$ cat config.mk
export PLATFORM = sky130hd
export DESIGN_NAME = dcache_wb_buffer
export DESIGN_NICKNAME = d
export VERILOG_FILES = /design/src/rtl/dcache_wb_buffer.sv
export SDC_FILE = /design/constraint.sdc
export NUM_CORES = 1
export LEC_CHECK = 0
export CAP_MARGIN = 30
export CORE_MARGIN = 2
export CORE_UTILIZATION = 55
export CTS_BUF_LIST = sky130_fd_sc_hd__clkbuf_4 sky130_fd_sc_hd__clkbuf_8
export CTS_CLUSTER_SIZE = 12
export DETAILED_ROUTE_END_ITERATION = 10
export PLACE_DENSITY = 0.84
export SYNTH_ARGS = -nofsm -noshare
export SYNTH_HDL_FRONTEND = slang
export SYNTH_SLANG_ARGS = --single-unit
export TNS_END_PERCENT = 30
$ cat constraint.sdc
create_clock -name clock -period 7.8 [get_ports clock]
set_input_delay 2.34 -clock clock [delete_from_list [all_inputs] [get_ports clock]]
set_output_delay 2.34 -clock clock [all_outputs]
set_load 0.05 [all_outputs]
$ cat src/rtl/dcache_wb_buffer.sv
// Dcache write-back buffer: queues dirty-line evictions, drains them as BUS_STORE
// requests, and exposes a combinational lookup for pending lines. Optional WB_COALESCE_EN.
module dcache_wb_buffer #(
    parameter int DEPTH  = 4,
    parameter int ADDR_W = 32
) (
    input  logic                       clock,
    input  logic                       reset,
    input  logic                       evict_en,
    input  logic [ADDR_W-1:0]          evict_addr,
    input  logic [63:0]                evict_data,
    output logic                       evict_ready,
    output logic                       overflow_err,
    input  logic [ADDR_W-1:0]          lookup_addr,
    output logic                       lookup_hit,
    output logic [63:0]                lookup_data,
    input  logic                       bus_grant,
    input  logic [3:0]                 mem2proc_response,
    output logic [1:0]                 wb_command,
    output logic [ADDR_W-1:0]          wb_addr,
    output logic [63:0]                wb_data,
    output logic [$clog2(DEPTH):0]     count,
    output logic                       empty
);
    localparam int PW = $clog2(DEPTH);
    localparam int CW = PW + 1;
    localparam logic [1:0] BUS_NONE  = 2'd0;
    localparam logic [1:0] BUS_STORE = 2'd2;

    typedef struct packed {
        logic [ADDR_W-1:0] addr;
        logic [63:0]       data;
    } wb_entry_t;

    typedef enum logic {IDLE, ISSUE} state_t;

    wb_entry_t        ent_q [DEPTH];
    logic [DEPTH-1:0] vld_q;
    logic [PW-1:0]    head_q, tail_q;
    logic [CW-1:0]    count_q, count_d;
    state_t           state_q, state_d;

    logic          pop, full, accept, push_app, coal_hit, coal_wr, drop;
    logic [PW-1:0] coal_idx, l_idx;
    logic          lookup_unused;

    assign lookup_unused = ^lookup_addr[2:0];

    assign pop         = (state_q == ISSUE) && bus_grant && (mem2proc_response != 4'd0);
    assign full        = (count_q == CW'(DEPTH));
    assign accept      = !full || pop;
    assign evict_ready = !full;
    assign count       = count_q;
    assign empty       = (count_q == '0);

`ifdef WB_COALESCE_EN
    // Offset 0 is the head: it may be on the bus, so it is never a merge target.
    always_comb begin
        coal_hit = 1'b0;
        coal_idx = '0;
        for (int i = 1; i < DEPTH; i++) begin
            if (vld_q[head_q + PW'(i)] &&
                ent_q[head_q + PW'(i)].addr[ADDR_W-1:3] == evict_addr[ADDR_W-1:3]) begin
                coal_hit = 1'b1;
                coal_idx = head_q + PW'(i);
            end
        end
    end
`else
    assign coal_hit = 1'b0;
    assign coal_idx = '0;
`endif

    assign coal_wr  = evict_en && coal_hit;
    assign push_app = evict_en && accept && !coal_hit;
    assign drop     = evict_en && !accept && !coal_hit;
    assign count_d  = count_q + CW'(push_app) - CW'(pop);

    // Walk oldest to youngest so the youngest match wins; the incoming push beats all.
    always_comb begin
        lookup_hit  = 1'b0;
        lookup_data = '0;
        l_idx       = head_q;
        for (int i = 0; i < DEPTH; i++) begin
            l_idx = head_q + PW'(i);
            if (vld_q[l_idx] && ent_q[l_idx].addr[ADDR_W-1:3] == lookup_addr[ADDR_W-1:3]) begin
                lookup_hit  = 1'b1;
                lookup_data = ent_q[l_idx].data;
            end
        end
        if (reset && evict_en && (accept || coal_hit) &&
            evict_addr[ADDR_W-1:3] == lookup_addr[ADDR_W-1:3]) begin
            lookup_hit  = 1'b1;
            lookup_data = evict_data;
        end
    end

    always_comb begin
        state_d    = state_q;
        wb_command = BUS_NONE;
        wb_addr    = '0;
        wb_data    = '0;
        case (state_q)
            IDLE: begin
                if (count_d != '0) state_d = ISSUE;
            end
            ISSUE: begin
                wb_command = BUS_STORE;
                wb_addr    = ent_q[head_q].addr;
                wb_data    = ent_q[head_q].data;
                if (pop) state_d = (count_d != '0) ? ISSUE : IDLE;
            end
            default: state_d = IDLE;
        endcase
    end

    always_ff @(posedge clock or negedge reset) begin
        if (!reset) begin
            state_q      <= IDLE;
            head_q       <= '0;
            tail_q       <= '0;
            count_q      <= '0;
            vld_q        <= '0;
            overflow_err <= 1'b0;
            for (int i = 0; i < DEPTH; i++) ent_q[i] <= '0;
        end else begin
            state_q <= state_d;
            count_q <= count_d;
            if (pop) begin
                vld_q[head_q] <= 1'b0;
                head_q        <= head_q + PW'(1);
            end
            // Push after pop: at full the pushed slot is the one being vacated.
            if (push_app) begin
                ent_q[tail_q].addr <= evict_addr;
                ent_q[tail_q].data <= evict_data;
                vld_q[tail_q]      <= 1'b1;
                tail_q             <= tail_q + PW'(1);
            end
            if (coal_wr) ent_q[coal_idx].data <= evict_data;
            if (drop) overflow_err <= 1'b1;
        end
    end
endmodule

# Word-level counts from Yosys, hierarchy flattened
# Cells that the tools add are included.
[classes] addsub=6 order_cmp=13 n_eq_ne=6 n_mux=48 bitwise=9 reduce_logical=20
[op_table] op="two-way mux 96 bit" n=9
[op_table] op="binary-select mux 96 bit (select 2 bit)" n=4
[op_table] op="bitwise mux 384 bit" n=2
[op_table] op="two-way mux 64 bit" n=7
[op_table] op="demux 96 bit (select 2 bit)" n=2
[op_table] op="equality test 29 bit" n=5
[op_table] op="two-way mux 32 bit" n=1
[op_table] op=">= comparator 3 bit (second input constant)" n=5
[op_table] op="< comparator 2 x 3 -> 1 bit (second input constant)" n=5
[op_table] op="inverter 2 -> 3 bit" n=5
[op_table] op="logical AND 1 bit" n=14
[op_table] op="two-way mux 1 bit" n=13
[op_table] op="binary-select mux 1 bit (select 2 bit)" n=4
[op_table] op="two-way mux 4 bit" n=2
[op_table] op="adder 2 x 1 -> 2 bit (second input constant)" n=2
[op_table] op="adder 2 bit (second input constant)" n=2
[op_table] op="AND 4 bit" n=1
[op_table] op="demux 1 bit (select 2 bit)" n=2
[op_table] op=">= comparator 2 x 1 -> 1 bit (second input constant)" n=2
[op_table] op="inverter 4 bit" n=1
[op_table] op="bitwise OR 4 bit" n=1
[op_table] op="nonzero test 4 bit" n=1
[op_table] op="adder 3 x 1 -> 3 bit" n=1
[op_table] op="equality test 3 bit (second input constant)" n=1
[op_table] op="9 further kinds" n=10
[word_totals] regBits=397 inputBits=136 out_inout_bits=169 word_cells=116

# Depth between registers and ports, before layout
[logic_depth] word_depth=11 depth_mapped=19

# Worst setup path after synthesis
# OpenSTA, ideal clock, no wires.
[synth_timing] kind="input-to-output" from="input port lookup_addr[4]" to="output port lookup_data[53]" arrival_ns=5.255 path_slack_ns=0.205 stages=10 n_path_buf=2 cell_sequence="clkbuf_1 > inv_1 > a22o_1 > nor4_1 > o221ai_1 > or4_1 > or2_1 > buf_4 > nand2b_1 > o221ai_1"
[synth_via] elab_chain_cells=7 word_cells_on_any_way=15 cone_classes="5 x eq/ne; 5 x mux; 5 x reduce/logical"
[synth_lines] element="start: declaration" line_no="14" source="input logic [ADDR_W-1:0] lookup_addr,"
[synth_lines] element="equality test 29 bit" line_no="86" source="if (vld_q[l_idx] && ent_q[l_idx].addr[ADDR_W-1:3] == lookup_addr[ADDR_W-1:3]) begin"
[synth_lines] element="logical AND 1 bit" line_no="86"
[synth_lines] element="two-way mux 64 bit (4 in series)" line_no="86"
[synth_lines] element="two-way mux 64 bit *" line_no="91" source="if (reset && evict_en && (accept || coal_hit) &&"
[synth_lines] element="end: declaration" line_no="16" source="output logic [63:0] lookup_data,"
# Every way passes the cells marked *; elsewhere a longest branch is shown, timed or not.

# Worst setup path after layout
[layout_timing] from="input port lookup_addr[15]" to="output port lookup_data[50]"
# The elaborated chain is that of the path after synthesis.

==> reports/results.ini <==
[worst_setup_path]
path_cells = clkdlybuf4s50_1 -> xor2_1 -> nor4_1 -> nand4_1 -> buf_4 -> nor4_4 -> o22ai_4 -> buf_12 -> buf_12 -> o221ai_2 -> o221a_2 -> buf_12
crit_slowest_cell = clkdlybuf4s50_1
slowest_delay_ps = 590
crit_fanout = 16
criticalPathCategory = in2out
cp-start-kind = input pin
crit_top_cell = buf_12
arrival_ps = 5480
required_ps = 5460
endpoint_kind = output pin

[floorplan]
design.die.area_um2 = 55580
die_w_um = 235.8
die_h_um = 235.8
placementRows = 84
coreArea_um2 = 52870
ios = 305
start_util_pct = 55.88

[clock_tree]
cts-root-buf = clkbuf_8
path_clk_slew_ps = 60
cts_max_path_buffers = 3
htree_levels = 3
cts_tree = built
holdBufCountCts = 0
clock_latency_ps = 650
cts_buffers = 72
cts_sinks = 397

[drt]
antenna_left = 0
vias = 21510
firstDrtPassIters = 6
drc = 0
wl_per_cell_um = 26.94
viasPerCell = 6.889
drt_iter0_drc = 1986
wl_mm = 84.11

[sta]
tightest_slew_ps = 1106
finalSetupViolations = 11
hold_viol = 0
fin_skew_ps = 22.51
period_minus_slack_ps = 7822
setup_slack_ps = -21.63
max-slew-margin-rel_pct = 26.26
setup_tns_ps = -98.14
drv_slew = 0
timing.fmax_ghz = 0.1279
fin_crit_sh_pct = 100.3
rsz0062_at_grt = yes
holdWs_ps = 497.6

[outcome]
violations = setup timing
status = finished with violations

[logic_synthesis]
synthTopCellsByArea = dfrtp_1 (34%), mux4_2 (27%), mux2_2 (15%)
synth_top_area_share_pct = 33.63
synthCells = 2103
synth_fp_nets = 2250
synth.most_common_cell = dfrtp_1
syn_area_um2 = 29540
synth.distinct_cells = 52
seq_area_frac_synth_pct = 33.63
synth_top_cells_by_count = dfrtp_1 (397), mux2_2 (393), mux4_2 (360), mux2i_1 (115), xnor2_1 (109)
synthArstFlopShare_pct = 100.0
synth-seq-cells = 397
synth.avg_cell_area_um2 = 14.05
synth-edff-count = 0
synth.largest_area_cell = dfrtp_1
synthFlopType = dfrtp_1
ys.warnings.count = 0

[placed_design]
finalWeightedCongestion = 0.9077
place_hpwl_mm = 53.62
numPortBuffers = 300

[grt]
grt_pass1_wl_mm = 129.5
grt-ovfl-total = 0
grt_most_used_layer = met2
grt_pass1_vias = 22420
grt_start_max_net_pins = 160
antenna_found_initial = 11
met2_usage_pct = 50.42
grt.met1_usage_pct = 37.14
track_usage_pct = 30.08
use_met3_pct = 6.813

[layout]
drive_above_1_share_pct = 50.10
area_growth_pct = 22.36
layout.nets = 2523

[run]
drv_cap = 0

[hold_path]
hold_class = reg2reg

[worst paths after layout]
| kind | startpoint | to | slack (ps) | depth (start not counted) |
|---|---|---|---|---|
| worst max-delay path | lookup_addr[15] | lookup_data[50] | -20 | 12 |
| worst min-delay path | overflow_err$_DFFE_PN0P_ | overflow_err$_DFFE_PN0P_ | 500 | 1 |
| worst max register to register | state_q$_DFF_PN0_ | state_q$_DFF_PN0_ | 3770 | 14 |
| worst min register to register | overflow_err$_DFFE_PN0P_ | overflow_err$_DFFE_PN0P_ | 500 | 1 |
| max in group asynchronous | reset | ent_q[104]$_DFFE_PN0P_ | 4210 | 3 |
| min in group asynchronous | reset | ent_q[231]$_DFFE_PN0P_ | 1550 | 1 |
[metal layers]
metal / up-vias / share of wire (%)
met5: - / 0.037
met4: 6 / 4.0
met3: 209 / 9.0
met2: 1142 / 51
met1: 11240 / 36
li1: 8909 / -
[state kept, by name (all words and copies together), names as in the netlist]
| name | flops |
|---|---|
| count | 3 |
| ent_q | 384 |
| head_q | 2 |
| overflow_err | 1 |
| state_q | 1 |
| tail_q | 2 |
| vld_q | 4 |
[cells in the final DEF (no fill, tap or decap), drive strengths merged, types with 9 or more instances in the layout]
cell type | netlist | routed
nor4 | 15 | 15
mux2 | 393 | 393
o221a | 62 | 62
inv | 90 | 90
ha | 10 | 10
xnor2 | 109 | 109
clkdlybuf4s50 | 0 | 223
and2 | 89 | 89
mux4 | 360 | 360
clkbuf | 95 | 114
nand2 | 43 | 43
nand4 | 20 | 20
xor2 | 28 | 28
dfrtp | 397 | 397
o221ai | 66 | 66
nor2 | 12 | 12
dlymetal6s2s | 0 | 11
o21ai | 9 | 9
buf | 116 | 172
mux2i | 115 | 115
[area by class of cell]
type | instances | area, um2
multi-input combinational | 1406 | 18500
fill | 3511 | 16720
sequential | 397 | 9943
timing repair buffer | 409 | 4907
clock buffer | 111 | 1428
tap | 688 | 860.8
inverter | 90 | 337.8
clock inverter | 14 | 152.6
antenna | 7 | 17.52
[stage by stage]
step / setup slack (ps) / util (%) / area [um2] / cells
floorplan: 204.9 / - / 29540 / 2103
global placement: -180.4 / 64.53 / 34110 / 2974
detailed placement: -238.7 / 64.58 / 34140 / 2975
CTS: 2.129 / 67.72 / 35800 / 3103
global route: -52.92 / 68.37 / 36150 / 3122
finish: -21.63 / 68.37 / 36150 / 3122
[kinds of logic (layout without fill, tap and decap cells)]
family	count (synthesis)	count (layout)	share of synthesized area (%)
flip-flops	397	397	33.63
AND/OR/NAND/NOR	208	209	4.007
other	1	8	0.01269
XOR/XNOR	137	137	4.062
buffers and inverters	301	624	4.596
multiplexers	868	868	46.32
AO/OA/AOI/OAI	180	180	6.878
adder cells (fa/ha/maj)	11	11	0.4913
[worst max-delay path: cells and delay by family]
kind | cells | cell delay, ps
buffers and inverters | 5 | 1310
and+or+nand+nor | 3 | 960
AOI/OAI and AO/OA | 3 | 610
xor gates and xnor gates | 1 | 240
[repair_timing]
item | in CTS | in global routing
resized for setup | 10 | 34
gates cloned | 1 | 4
pin swaps | 3 | 11
endpoints found under the setup margin | 62 | 65
buffers inserted | 2 | 6
Power is left out: the tool's default activity adds up to more than one toggle a clock period on the data nets, which glitch-free logic cannot reach.
